--- src/rtl/wdog_pkg.sv ---
// Shared definitions for the watchdog timer: FSM states,
// register map, bit positions and the default kick key.
package wdog_pkg;

    typedef enum logic [1:0] {
        IDLE   = 2'd0,
        RUN    = 2'd1,
        WARN   = 2'd2,
        EXPIRE = 2'd3
    } wdog_state_e;

    localparam logic [1:0] ADDR_CTRL = 2'd0;
    localparam logic [1:0] ADDR_LOAD = 2'd1;
    localparam logic [1:0] ADDR_KICK = 2'd2;
    localparam logic [1:0] ADDR_STAT = 2'd3;

    localparam int CTRL_ENB    = 0;
    localparam int CTRL_RST_EN = 1;
    localparam int CTRL_LOCK   = 2;

    localparam int ST_WARN = 0;
    localparam int ST_TOUT = 1;

    localparam logic [31:0] KICK_KEY_DEF = 32'h5A5A_A5A5;

endpackage

--- src/rtl/wdog_reg.sv ---
// Watchdog register bank: CTRL/LOAD/KICK/STATUS, lock, W1C flags.
// Ports: reg bus in/out, count/state readback, hw flag sets and
// enb clear from the FSM, decoded config and kick strobe out.
// Access: request captured when reg_cs is sampled, reg_ack and
// read data follow one cycle later, writes land at the end of the
// ack cycle. Optional WDOG_WINDOW_EN adds CTRL[31:16] win_ms.
module wdog_reg
    import wdog_pkg::*;
#(
    parameter logic [31:0] KICK_KEY = KICK_KEY_DEF
) (
    input  logic        mclk,
    input  logic        h_reset,
    input  logic        reg_cs,
    input  logic        reg_wr,
    input  logic [1:0]  reg_addr,
    input  logic [31:0] reg_wdata,
    input  logic [3:0]  reg_be,
    output logic [31:0] reg_rdata,
    output logic        reg_ack,
    input  logic [15:0] count,
    input  logic [1:0]  state,
    input  logic        warn_set,
    input  logic        tout_set,
    input  logic        enb_clr,
    output logic        enb,
    output logic        rst_en,
    output logic        lock,
    output logic [15:0] tout_ms,
    output logic [15:0] warn_ms,
    output logic [15:0] win_ms,
    output logic        kick,
    output logic        warn_flag,
    output logic        tout_flag
);

    logic        wr_q;
    logic [1:0]  addr_q;
    logic [31:0] wdata_q;
    logic [3:0]  be_q;
    logic [31:0] rd_mux;
    logic        wr_en;
    logic        ctrl_wr;
    logic        load_wr;
    logic        stat_wr;
    logic        start;

    // A held reg_cs would otherwise retrigger during the ack cycle.
    assign start   = reg_cs && !reg_ack;
    assign wr_en   = reg_ack && wr_q;
    assign ctrl_wr = wr_en && (addr_q == ADDR_CTRL) && !lock;
    assign load_wr = wr_en && (addr_q == ADDR_LOAD) && !lock;
    assign stat_wr = wr_en && (addr_q == ADDR_STAT) && be_q[0];
    assign kick    = wr_en && (addr_q == ADDR_KICK)
                  && (be_q == 4'hF) && (wdata_q == KICK_KEY);

    always_comb begin
        rd_mux = 32'h0;
        unique case (reg_addr)
            ADDR_CTRL: begin
                rd_mux[31:16]       = win_ms;
                rd_mux[CTRL_ENB]    = enb;
                rd_mux[CTRL_RST_EN] = rst_en;
                rd_mux[CTRL_LOCK]   = lock;
            end
            ADDR_LOAD: rd_mux = {warn_ms, tout_ms};
            ADDR_KICK: rd_mux = {16'h0, count};
            ADDR_STAT: begin
                rd_mux[ST_WARN] = warn_flag;
                rd_mux[ST_TOUT] = tout_flag;
                rd_mux[3:2]     = state;
            end
            default: ;
        endcase
    end

    always_ff @(posedge mclk) begin
        if (h_reset) begin
            reg_ack   <= 1'b0;
            reg_rdata <= 32'h0;
            wr_q      <= 1'b0;
            addr_q    <= 2'd0;
            wdata_q   <= 32'h0;
            be_q      <= 4'h0;
        end else begin
            reg_ack   <= start;
            reg_rdata <= (start && !reg_wr) ? rd_mux : 32'h0;
            if (start) begin
                wr_q    <= reg_wr;
                addr_q  <= reg_addr;
                wdata_q <= reg_wdata;
                be_q    <= reg_be;
            end
        end
    end

    always_ff @(posedge mclk) begin
        if (h_reset) begin
            enb       <= 1'b0;
            rst_en    <= 1'b0;
            lock      <= 1'b0;
            tout_ms   <= 16'h0;
            warn_ms   <= 16'h0;
            warn_flag <= 1'b0;
            tout_flag <= 1'b0;
        end else begin
            if (ctrl_wr && be_q[0]) begin
                enb    <= wdata_q[CTRL_ENB];
                rst_en <= wdata_q[CTRL_RST_EN];
                if (wdata_q[CTRL_LOCK])
                    lock <= 1'b1;
            end
            // Leaving EXPIRE disarms; a locked block stays armed.
            if (enb_clr && !lock)
                enb <= 1'b0;
            if (load_wr) begin
                if (be_q[0]) tout_ms[7:0]  <= wdata_q[7:0];
                if (be_q[1]) tout_ms[15:8] <= wdata_q[15:8];
                if (be_q[2]) warn_ms[7:0]  <= wdata_q[23:16];
                if (be_q[3]) warn_ms[15:8] <= wdata_q[31:24];
            end
            // Hardware set is ORed in last so it beats a W1C.
            warn_flag <= (warn_flag
                       & ~(stat_wr & wdata_q[ST_WARN])) | warn_set;
            tout_flag <= (tout_flag
                       & ~(stat_wr & wdata_q[ST_TOUT])) | tout_set;
        end
    end

`ifdef WDOG_WINDOW_EN
    always_ff @(posedge mclk) begin
        if (h_reset) begin
            win_ms <= 16'h0;
        end else if (ctrl_wr) begin
            if (be_q[2]) win_ms[7:0]  <= wdata_q[23:16];
            if (be_q[3]) win_ms[15:8] <= wdata_q[31:24];
        end
    end
`else
    assign win_ms = 16'h0;
`endif

endmodule

--- src/rtl/wdog_timer.sv ---
// Watchdog timer: 16-bit ms down-counter with keyed kick,
// pre-timeout warning interrupt and a fixed-width reset request.
// Ports: mclk/h_reset, 2-bit-address register bus, pulse_1ms tick
// in, wdt_intr level interrupt and wdt_rst_req pulse out.
// WDOG_WINDOW_EN enables the early-kick window check.
module wdog_timer
    import wdog_pkg::*;
#(
    parameter int unsigned RST_CYC  = 16,
    parameter logic [31:0] KICK_KEY = KICK_KEY_DEF
) (
    input  logic        mclk,
    input  logic        h_reset,
    input  logic        reg_cs,
    input  logic        reg_wr,
    input  logic [1:0]  reg_addr,
    input  logic [31:0] reg_wdata,
    input  logic [3:0]  reg_be,
    output logic [31:0] reg_rdata,
    output logic        reg_ack,
    input  logic        pulse_1ms,
    output logic        wdt_intr,
    output logic        wdt_rst_req
);

    localparam logic [7:0] RCYC_M1 = 8'(RST_CYC - 1);

    wdog_state_e state;
    wdog_state_e state_d;
    logic [15:0] count;
    logic [15:0] count_d;
    logic [15:0] dec;
    logic [7:0]  rcnt;
    logic [7:0]  rcnt_d;
    logic        rreq_d;
    logic        enb;
    logic        rst_en;
    logic        lock;
    logic [15:0] tout_ms;
    logic [15:0] warn_ms;
    logic [15:0] win_ms;
    logic        kick;
    logic        early;
    logic        warn_set;
    logic        tout_set;
    logic        enb_clr;
    logic        warn_flag;
    logic        tout_flag;

    wdog_reg #(
        .KICK_KEY (KICK_KEY)
    ) u_reg (
        .mclk      (mclk),
        .h_reset   (h_reset),
        .reg_cs    (reg_cs),
        .reg_wr    (reg_wr),
        .reg_addr  (reg_addr),
        .reg_wdata (reg_wdata),
        .reg_be    (reg_be),
        .reg_rdata (reg_rdata),
        .reg_ack   (reg_ack),
        .count     (count),
        .state     (state),
        .warn_set  (warn_set),
        .tout_set  (tout_set),
        .enb_clr   (enb_clr),
        .enb       (enb),
        .rst_en    (rst_en),
        .lock      (lock),
        .tout_ms   (tout_ms),
        .warn_ms   (warn_ms),
        .win_ms    (win_ms),
        .kick      (kick),
        .warn_flag (warn_flag),
        .tout_flag (tout_flag)
    );

    assign wdt_intr = warn_flag | tout_flag;
    // win_ms is tied to zero when the window feature is absent.
    assign early    = (win_ms != 16'h0) && (count > win_ms);
    assign dec      = (count == 16'h0) ? 16'h0 : count - 16'h1;
    assign tout_set = (state != EXPIRE) && (state_d == EXPIRE);

    always_comb begin
        state_d  = state;
        count_d  = count;
        rcnt_d   = rcnt;
        rreq_d   = wdt_rst_req;
        warn_set = 1'b0;
        enb_clr  = 1'b0;
        unique case (state)
            IDLE: begin
                if (enb) begin
                    count_d = tout_ms;
                    state_d = RUN;
                end
            end
            RUN, WARN: begin
                if (!enb) begin
                    state_d = IDLE;
                end else if (kick && early) begin
                    state_d = EXPIRE;
                end else if (kick) begin
                    count_d = tout_ms;
                    state_d = RUN;
                end else if (pulse_1ms) begin
                    count_d = dec;
                    if (count <= 16'h1) begin
                        state_d = EXPIRE;
                    end else if (state == RUN
                              && warn_ms != 16'h0
                              && dec <= warn_ms) begin
                        state_d  = WARN;
                        warn_set = 1'b1;
                    end
                end
            end
            EXPIRE: begin
                if (rcnt == 8'h0) begin
                    rreq_d  = 1'b0;
                    enb_clr = 1'b1;
                    state_d = IDLE;
                end else begin
                    rcnt_d = rcnt - 8'h1;
                end
            end
            default: ;
        endcase
        // rst_en is sampled once on entry to EXPIRE.
        if (tout_set) begin
            rreq_d = rst_en;
            rcnt_d = rst_en ? RCYC_M1 : 8'h0;
        end
    end

    always_ff @(posedge mclk) begin
        if (h_reset) begin
            state       <= IDLE;
            count       <= 16'h0;
            rcnt        <= 8'h0;
            wdt_rst_req <= 1'b0;
        end else begin
            state       <= state_d;
            count       <= count_d;
            rcnt        <= rcnt_d;
            wdt_rst_req <= rreq_d;
        end
    end

endmodule

--- config.mk ---
export PLATFORM = sky130hd
export DESIGN_NAME = wdog_timer
export DESIGN_NICKNAME = d
export VERILOG_FILES = /design/src/rtl/wdog_pkg.sv /design/src/rtl/wdog_reg.sv /design/src/rtl/wdog_timer.sv
export SDC_FILE = /design/constraint.sdc
export NUM_CORES = 1
export LEC_CHECK = 0
export BUFFER_PORTS_ARGS = -buffer_cell sky130_fd_sc_hd__buf_2
export CORE_UTILIZATION = 34
export DETAILED_ROUTE_END_ITERATION = 10
export PLACE_DENSITY_LB_ADDON = 0.2
export RECOVER_POWER = 100
export SLEW_MARGIN = 20
export SYNTH_ARGS = -nofsm -noshare
export SYNTH_HDL_FRONTEND = slang
export SYNTH_HIERARCHICAL = 1
export SYNTH_SLANG_ARGS = --single-unit
--- constraint.sdc ---
create_clock -name mclk -period 5.4 [get_ports mclk]
set_input_delay 1.08 -clock mclk [delete_from_list [all_inputs] [get_ports mclk]]
set_output_delay 1.08 -clock mclk [all_outputs]
set_load 0.01 [all_outputs]
# Yosys cells after proc, flatten, opt, wreduce, memory -nomap -nowiden
# Index checks and enable logic that the tools add are counted.
# totals
ff_bits,136
in_bits,43
output_inout_bits,35
wordCells,125
# classes
n_addsub,2
magnitude_cmp,2
eq_ne,17
n_mux,32
bitwise,11
n_reduce_logical,41
# op_table
op,n
$mux W16,5
$eq A32 B31 Y1 const B,1
$pmux W16 S2,1
$mux W8,3
$pmux W12 S2,1
$logic_and A1 B1 Y1,17
$le A16 B1 Y1 const B,1
$le A16 B16 Y1,1
$logic_not A16 Y1,1
$reduce_bool A16 Y1,1
$sub A16 B1 Y16 const B,1
$eq A2 B2 Y1 const B,7
$mux W2,7
$reduce_and A2 Y1,7
$pmux W3 S4,1
$mux W1,11
$logic_not A8 Y1,1
$sub A8 B1 Y8 const B,1
$eq A2 B1 Y1 const B,3
$logic_not A2 Y1,3
$ne A2 B1 Y1 const B,3
$pmux W2 S3,1
$reduce_bool A2 Y1,3
$reduce_or A2 Y1,3
11 further kinds,21

# Logic depth before layout (Yosys ltp)
# Gate-level depths: netlist of run 1.
# logic_depth
word_depth,14
mapped_depth,17
ltp_nobuf,15

# By module
# Netlist of run 1, hierarchy kept.
# modules_own_cells
mod,n_inst,cells_per_inst,area_each_um2,seq_area_each_um2
wdog_reg,1,479,4282.9,2182.1
wdog_timer,1,354,2671.3,540.5

# Worst setup path before layout of run 1
# No wires, ideal clock.
# synth_path
path_kind,register -> register
from,reg count[8]
to,reg rcnt[1]
setup_ns,0.125
arrival_ns,4.037
t_required_ns,5.275
path_slack_ns,1.239
path_stages_with_launch,17
path_buffers,3
period_less_slack_ns,4.161
cell_sequence,dfxtp_1 -> or4_4 -> and4bb_4 -> nor2b_1 -> clkbuf_1 -> clkbuf_1 -> nor2_1 -> ha_1 -> a21o_1 -> nand3_1 -> a21oi_1 -> or4b_2 -> a311o_1 -> a211oi_2 -> or2_2 -> buf_6 -> o21ai_1
# synth_between
elab_chain_len,14
word_cells_on_any_way,18
cone_classes,add/sub: 1; order compare: 2; eq/ne: 2; mux: 8; reduce/logical: 5
# synth_rtl
element,line,text
from (decl),wdog_timer.sv:30,logic [15:0] count;
from (signal assigned),wdog_timer.sv:144,count <= count_d;
$sub A16 B1 Y16 / $logic_not A16 Y1 (equally long branches),wdog_timer.sv:81,assign dec = (count == 16'h0) ? 16'h0 : count - 16'h1;
$mux W16,wdog_timer.sv:81,
$le A16 B16 Y1,wdog_timer.sv:112,&& dec <= warn_ms) begin
$logic_and A1 B1 Y1,wdog_timer.sv:112,
$mux W2,wdog_timer.sv:110,end else if (state == RUN
$mux W2 *,wdog_timer.sv:108,if (count <= 16'h1) begin
$mux W2 *,wdog_timer.sv:106,end else if (pulse_1ms) begin
$mux W2 *,wdog_timer.sv:103,end else if (kick) begin
$mux W2 *,wdog_timer.sv:99,if (!enb) begin
$pmux W2 S3 *,wdog_timer.sv:91,unique case (state)
$eq A2 B2 Y1 *,wdog_timer.sv:82,assign tout_set = (state != EXPIRE) && (state_d == EXPIRE);
$logic_and A1 B1 Y1 *,wdog_timer.sv:82,
via tout_set,wdog_timer.sv:45,logic tout_set;
$ne A2 B1 Y1 (no source line) / $reduce_bool A2 Y1 (equally long branches),n/a,
$reduce_and A2 Y1 (no source line),n/a,
to (signal assigned),wdog_timer.sv:145,rcnt <= rcnt_d;
to (decl),wdog_timer.sv:33,logic [7:0] rcnt;
# Mark *: on every way through the listed nets, which the timed path passes. The rest lies on a longest branch.
# A chain may end at the register's enable or synchronous reset.

# Worst setup path in the final report of run 1
# layout_path
from,reg count[2]
to,reg rcnt[0]
# Same word-level chain as after synthesis.

==> summary.txt, run 1 <==
Status
  – Run status: finished with violations
  – Violated checks: capacitance limit, slew limit

Global routing
  – Number of global-route vias before repair: 5401
  – Global Route Usage Sum: 0.175
  – Initial antenna violation count: 0
  – First-pass GRT wire length: 29.0 mm
  – Global route total overflow: 0
  – Largest net degree at the start of global routing: 75

Route
  – Detail Route Antenna Nets: 0
  – Vias per cell: 4.93
  – WL/cell: 15.5 um
  – Residual DRC: 0
  – Vias: roughly 5700
  – Initial DRT Pass Iterations: 5
  – DRT iter0 DRCs: 410
  – Drt total wl: 18.1 mm

Timing
  – Final critical-path required period: 4710 ps
  – Hold_ws: 469 ps
  – Fmax: between 200 and 250 MHz
  – Slew @ Worst Pin: approximately 2200 ps
  – Fin Clk Skew: 9.67 ps
  – Final worst slack: 694 ps
  – RSZ-0062 raised after global routing: no
  – Final Slew Violations: 50
  – Setup TNS: 0 ps
  – Setup violators final: 0
  – Fin. Hold Viols: 0
  – Crit share post-route: 0.871
  – Relative slew slack: -0.445

Synthesis
  – Synthesized flop and latch total: 136
  – Synth Area in Compound Gates: 0.134
  – Top FF cell, synth: dfxtp_1
  – Mux cell area share after synthesis: 0.0659
  – Mean cell area of the mapped netlist: around 8.3 um2
  – Post-Syn Instances: 833
  – Largest family of logic cells by synthesized area: simple AND/OR/NAND/NOR gates
  – Sequential share of the synthesized area: 0.392
  – Netlist cell types: 59
  – Synth Area in Simple Gates: 0.248
  – Post-synth EDFFs: 0
  – Synth Area in XOR/XNOR: 0.0151
  – Synth Area in Adders: 0.0756
  – Mapped cell area: 6950 um2
  – Async SR Flop Fraction: 0
  – Yosys warns: 6

Setup path
  – WP data required: 5700 ps
  – Critical path buffers and inverters: 0
  – Endpoint type of the worst setup path: register
  – CP Cell Sequence: nor4_1 -> nand3_1 -> or3_1 -> or3_1 -> mux2_4 -> ha_1 -> nand4_1 -> or3_1 -> a21oi_1 -> or4b_2 -> a311o_1 -> a211oi_2 -> or2_2 -> o21ai_0
  – Crit path DAT: 5000 ps
  – CP Max Fanout: 9
  – R2R depth: 14
  – Flop-to-flop setup slack: 690 ps
  – Crit path largest cell delay: 660 ps
  – Critical Path Stages: 14
  – Top delay family on crit path: simple AND/OR/NAND/NOR gates
  – WS Path Type: reg2reg
  – RR Endpoint: rcnt[0]
  – Worst path most repeated cell: or3_1
  – CP startpoint: count[2]
  – Reg-to-Reg Start: count[2]
  – Crit start category: register
  – Critical Path Sink: rcnt[0]
  – Worst path slowest cell: nor4_1

CTS
  – Clock buffer count from CTS: 17
  – Clk pin slew, worst setup/hold paths: 60 ps
  – Clk buf depth: 2
  – Clock latency on the worst-skew pair: ~420 ps
  – Htree depth: 4
  – CTS Sinks: 136
  – CTS tree: yes
  – Clock Root Buffer: clkbuf_16
  – Setup bufs post-CTS: 0
  – Hold Buf Count CTS: 0
  – Post-CTS Resized: 0

Floorplan
  – Die Area: 21000 um2
  – Initial Util: 0.352
  – Die Ht: 145 um
  – Die X: roughly 150 um
  – I/O pins: 78
  – Row count: 51
  – Area of the core: 19800 um2

Power
  – Pwr Density: 304 nW/um2
  – Static leakage: 0.00303 uW
  – Max VDD drop: 0.206 mV
  – Total power: 2430 uW

Place
  – Number of port buffers: slightly below 80
  – Post-DP HPWL: 13.2 mm
  – Dpl ws: 1020 ps
  – Gp weighted congestion: a little under 0.9

Layout
  – Area delta synth->final: 15.2%
  – Fin nets: 971
  – Commonest cells after routing, fill and taps aside: 136 x dfxtp_1, 104 x nand2_1, 80 x a21oi_1
  – Most common cell after layout, fill and taps aside: dfxtp_1
  – Share of cells above drive strength 1: 0.109
  – ANT cells: 0

Job
  – Max-Cap Viols: 1

Min path
  – Worst hold path class: reg2reg
## final cells by class
type,instances,area [um2]
timing repair buffer,80,360
clock inverter,13,198
tap,265,332
clock buffer,18,439
sequential,136,2720
inverter,47,176
multi-input combinational,604,3780
fill,2115,11800
## worst reg2reg max path, cell delays in order, from the launching register on
cell      delay [ps]
dfxtp_1          380
nor4_1           660
nand3_1          290
or3_1            400
or3_1            350
mux2_4           330
ha_1             300
nand4_1          120
or3_1            150
a21oi_1           40
or4b_2           650
a311o_1          330
a211oi_2         230
or2_2            240
o21ai_0          110
## worst min path at each step
stage / start / endpoint / depth (start not counted)
global route: wdt_rst_req / wdt_rst_req / 2
detailed placement: wdt_rst_req / wdt_rst_req / 2
CTS: u_reg/wdata_q[3] / u_reg/wdata_q[3] / 2
finish: u_reg/be_q[1] / u_reg/be_q[1] / 2
global placement: u_reg/wdata_q[9] / u_reg/wdata_q[9] / 2
floorplan: u_reg/be_q[1] / u_reg/be_q[1] / 2
## synthesized netlist by cell type, drive strengths merged (4+ instances only)
cell    instances  share of area
dfxtp         136           0.39
nand2         104          0.056
a21oi          80          0.058
nor2           62          0.033
nand2b         52          0.047
inv            47          0.025
ha             42          0.076
clkbuf         37          0.020
mux2i          33          0.047
buf            24          0.024
o21ai          24          0.018
nand4          17          0.015
and2           16          0.014
nor3           16          0.012
nand3          15          0.011
a211oi         13          0.015
a22oi          12          0.013
mux2           11          0.018
nor4           10          0.011
nor2b           8         0.0072
xor2            7         0.0088
and3            6         0.0054
or3             6         0.0054
a31oi           5         0.0045
xnor2           5         0.0063
a222oi          4         0.0058
or2             4         0.0036
or4             4         0.0049
## metal layers
| layer | vias to the layer above | wire length, um | global-route usage |
|---|---|---|---|
| met2 | 143 | 7770 | 0.257 |
| met3 | 19 | 915 | 0.0343 |
| met5 | - | 0 | 0 |
| met1 | 2611 | 9130 | 0.253 |
| met4 | 0 | 238 | 0.0574 |
| li1 | 2955 | - | - |
## state kept, by name, indices dropped and copies added, names as in the netlist, 2 cells and up
register	flops
u_reg/warn_ms	16
count	16
state	2
u_reg/tout_ms	16
u_reg/wdata_q	32
u_reg/reg_rdata	32
rcnt	8
u_reg/be_q	4
u_reg/addr_q	2
## logic make-up (layout without fill, tap and decap cells)
group                    count (synthesis)  count (layout)
AO/OA/AOI/OAI                          155             155
XOR/XNOR                                12              12
adder cells (fa/ha/maj)                 42              42
buffers and inverters                  108             158
flip-flops                             136             136
multiplexers                            44              44
other                                    1              16
AND/OR/NAND/NOR                        335             335
## stage by stage
stage | utilization | cell area [um2] | std cells
floorplan | - | 7010 | 848
global route | 0.405 | 8010 | 1163
global placement | 0.377 | 7450 | 1132
finish | 0.405 | 8010 | 1163
CTS | 0.409 | 8090 | 1163
detailed placement | 0.377 | 7450 | 1132
## power breakdown
part	switching, uW	internal, uW	total (uW)
combinational	88.1	59.7	148
clock	455	788	1240
sequential	19.7	1020	1040
No activity file was read; power rests on OpenSTA's default activity.
==> run 2, diff against run 1 <==
--- a/config.mk
+++ b/config.mk
@@ -6,7 +6,7 @@
 export NUM_CORES = 1
 export LEC_CHECK = 0
 export BUFFER_PORTS_ARGS = -buffer_cell sky130_fd_sc_hd__buf_2
-export CORE_UTILIZATION = 34
+export CORE_UTILIZATION = 50
 export DETAILED_ROUTE_END_ITERATION = 10
 export PLACE_DENSITY_LB_ADDON = 0.2
 export RECOVER_POWER = 100
==> summary.txt, run 2 (synthesis results as in run 1) <==
Power
  – Switching share of power: 0.219 (-0.0120)
  – Sequential Power Share: 0.453 (+0.025)
  – Static leakage: 0.00300 uW (-0.84%)
  – NetSw: 504 uW (-10%)
  – Combinational Power Share: 0.065 (+0.004)
  – Max VDD drop: 0.231 mV (+12%)
  – Pwr Density: 294 nW/um2 (-3.2%)
  – Clock share of power: 0.483 (-0.028)
  – Int Pwr: 1800 uW (-3.9%)

Setup path
  – Crit start category: register
  – WS Path Type: reg2reg
  – CP Max Fanout: 9 (unchanged)
  – Worst path slowest cell: or4b_2
  – Endpoint type of the worst setup path: register
  – CP Cell Sequence: nor4_1 -> nand3_1 -> or3_1 -> or3_1 -> mux2_1 -> ha_1 -> nand4_1 -> or3_1 -> a21oi_1 -> or4b_2 -> a311o_1 -> a211oi_2 -> or2_2 -> o21ai_0
  – Worst path most repeated cell: or3_1
  – WP data required: 5700 ps (about the same)
  – Crit path DAT: 4980 ps (-20 ps)
  – Crit path largest cell delay: 650 ps (about the same)

Layout
  – Non-filler cells in the finished layout: 1073 (-7.7%)
  – Area delta synth->final: 12.6%
  – # fillers: 1279 (-40%)
  – Top Registers: u_reg/reg_rdata x32, u_reg/wdata_q x32
  – Most common cell after layout, fill and taps aside: dfxtp_1
  – Final Util: 0.584 (+0.179)
  – Fin nets: 974 (+0.31%)
  – ANT cells: 0 (unchanged)
  – Commonest cells after routing, fill and taps aside: 136 x dfxtp_1, 104 x nand2_1, 80 x a21oi_1
  – Share of cells above drive strength 1: 0.0992 (-0.00991)

Global routing
  – Number of global-route vias before repair: 5206 (-3.6%)
  – Met2 Track Usage GR: 0.353 (+0.0964)
  – First-pass GRT wire length: 26.6 mm (-8.3%)
  – Largest net degree at the start of global routing: 62 (-17%)
  – Global route total overflow: 0 (unchanged)
  – Met1 usage: 0.342 (+0.0894)
  – Global Route Usage Sum: 0.240 (+0.0648)
  – Met3 GRT Util: 0.0447 (+0.0104)
  – Most used routing layer: met2
  – Initial antenna violation count: 0 (unchanged)

CTS
  – Htree depth: 4 (unchanged)
  – Post-CTS Resized: 0 (unchanged)
  – CTS tree: yes
  – Clock latency on the worst-skew pair: 420 ps (about the same)
  – CTS Sinks: 136 (unchanged)
  – Setup bufs post-CTS: 0 (unchanged)
  – Hold Buf Count CTS: 0 (unchanged)
  – Clk buf depth: 2 (unchanged)
  – Clock buffer count from CTS: 17 (unchanged)
  – Clock Root Buffer: clkbuf_16
  – Clk pin slew, worst setup/hold paths: 60 ps (about the same)

Floorplan
  – Area of the core: 13400 um2 (-32%)
  – Die Ht: 120 um (-17%)
  – Die Area: 14400 um2 (-32%)
  – Die X: 120 um (-17%)
  – I/O pins: 78 (unchanged)
  – Row count: 42 (-18%)
  – Initial Util: 0.519 (+0.167)

Timing
  – Fin. Hold Viols: 0 (unchanged)
  – Final Slew Violations: 123 (+150%)
  – Hold_ws: 467 ps (-1.80 ps)
  – Relative slew slack: -0.623 (-0.178)
  – Setup TNS: 0 ps (unchanged)
  – RSZ-0062 raised after global routing: no
  – Final critical-path required period: 4680 ps (-25.0 ps)
  – Fin Clk Skew: 11.1 ps (+1.47 ps)
  – Fmax: 214 MHz (+0.53%)
  – Setup violators final: 0 (unchanged)
  – Slew @ Worst Pin: 2430 ps (+266 ps)
  – Crit share post-route: 0.867 (-0.00462)
  – Final worst slack: 719 ps (+25.0 ps)

Place
  – Post-DP HPWL: 12.0 mm (-9.5%)
  – Dpl cells: 1046 (-7.6%)
  – Dpl ws: 1110 ps (+84.0 ps)
  – Number of port buffers: 77 (unchanged)
  – Gp weighted congestion: 0.933 (+6.7%)

Status
  – Run status: finished with violations
  – Violated checks: capacitance limit, slew limit

Job
  – Max-Cap Viols: 2 (+1)

Route
  – Vias: 5779 (+0.89%)
  – Detail Route Antenna Nets: 0 (unchanged)
  – WL/cell: 15.5 um (-0.50%)
  – Vias per cell: 5.39 (+9.4%)
  – Initial DRT Pass Iterations: 6 (+1)
  – Residual DRC: 0 (unchanged)
  – DRT iter0 DRCs: 396 (-3.4%)
  – Drt total wl: 16.6 mm (-8.2%)

Min path
  – Worst hold path class: reg2reg
run 2: worst paths after layout:
| kind | start | cells after the start | end | slack, ps |
|---|---|---|---|---|
| worst max-delay path | count[2] | 14 | rcnt[0] | 720 |
| worst max register to register | count[2] | 14 | rcnt[0] | 720 |
| worst min register to register | u_reg/wdata_q[11] | 2 | u_reg/wdata_q[11] | 470 |
| worst min-delay path | u_reg/wdata_q[11] | 2 | u_reg/wdata_q[11] | 470 |
run 2: cell type report:
cell class / instances / area (um2) / area share
multi-input combinational: 604 / 3780 / 0.482
clock buffer: 23 / 488 / 0.0623
clock inverter: 4 / 70.1 / 0.00895
timing repair buffer: 83 / 377 / 0.0481
inverter: 47 / 176 / 0.0225
sequential: 136 / 2720 / 0.348
tap: 176 / 220 / 0.0281
run 2: critical path: cells and delay by family (launching register included):
family	cells	cell delay (ps)
flip-flops	1	380
AO/OA/AOI/OAI	4	730
AND/OR/NAND/NOR	8	2780
multiplexers	1	360
adder cells (fa/ha/maj)	1	300
run 2: power groups by stage:
stage                     Sequential [uW]  Clock (uW)  Combinational, uW
final                                1040        1110                149
after global routing                 1040        1170                168
after CTS                            1040        1130                147
after detailed placement             1060           0                146
after global placement               1060           0                145
after floorplan                      1050           0                118
run 2: stage by stage:
step                      total power (uW)  cell area [um2]
final                                 2300             7830
after global routing                  2380             7830
after CTS                             2320             7910
after detailed placement              1210             7350
after global placement                1210             7350
after floorplan                       1170             7010
run 2: routing by layer:
metal | vias to the layer above | part of all wire
met4 | 0 | 0.022
met3 | 25 | 0.042
met5 | - | 0
met1 | 2655 | 0.51
met2 | 143 | 0.43
li1 | 2956 | -
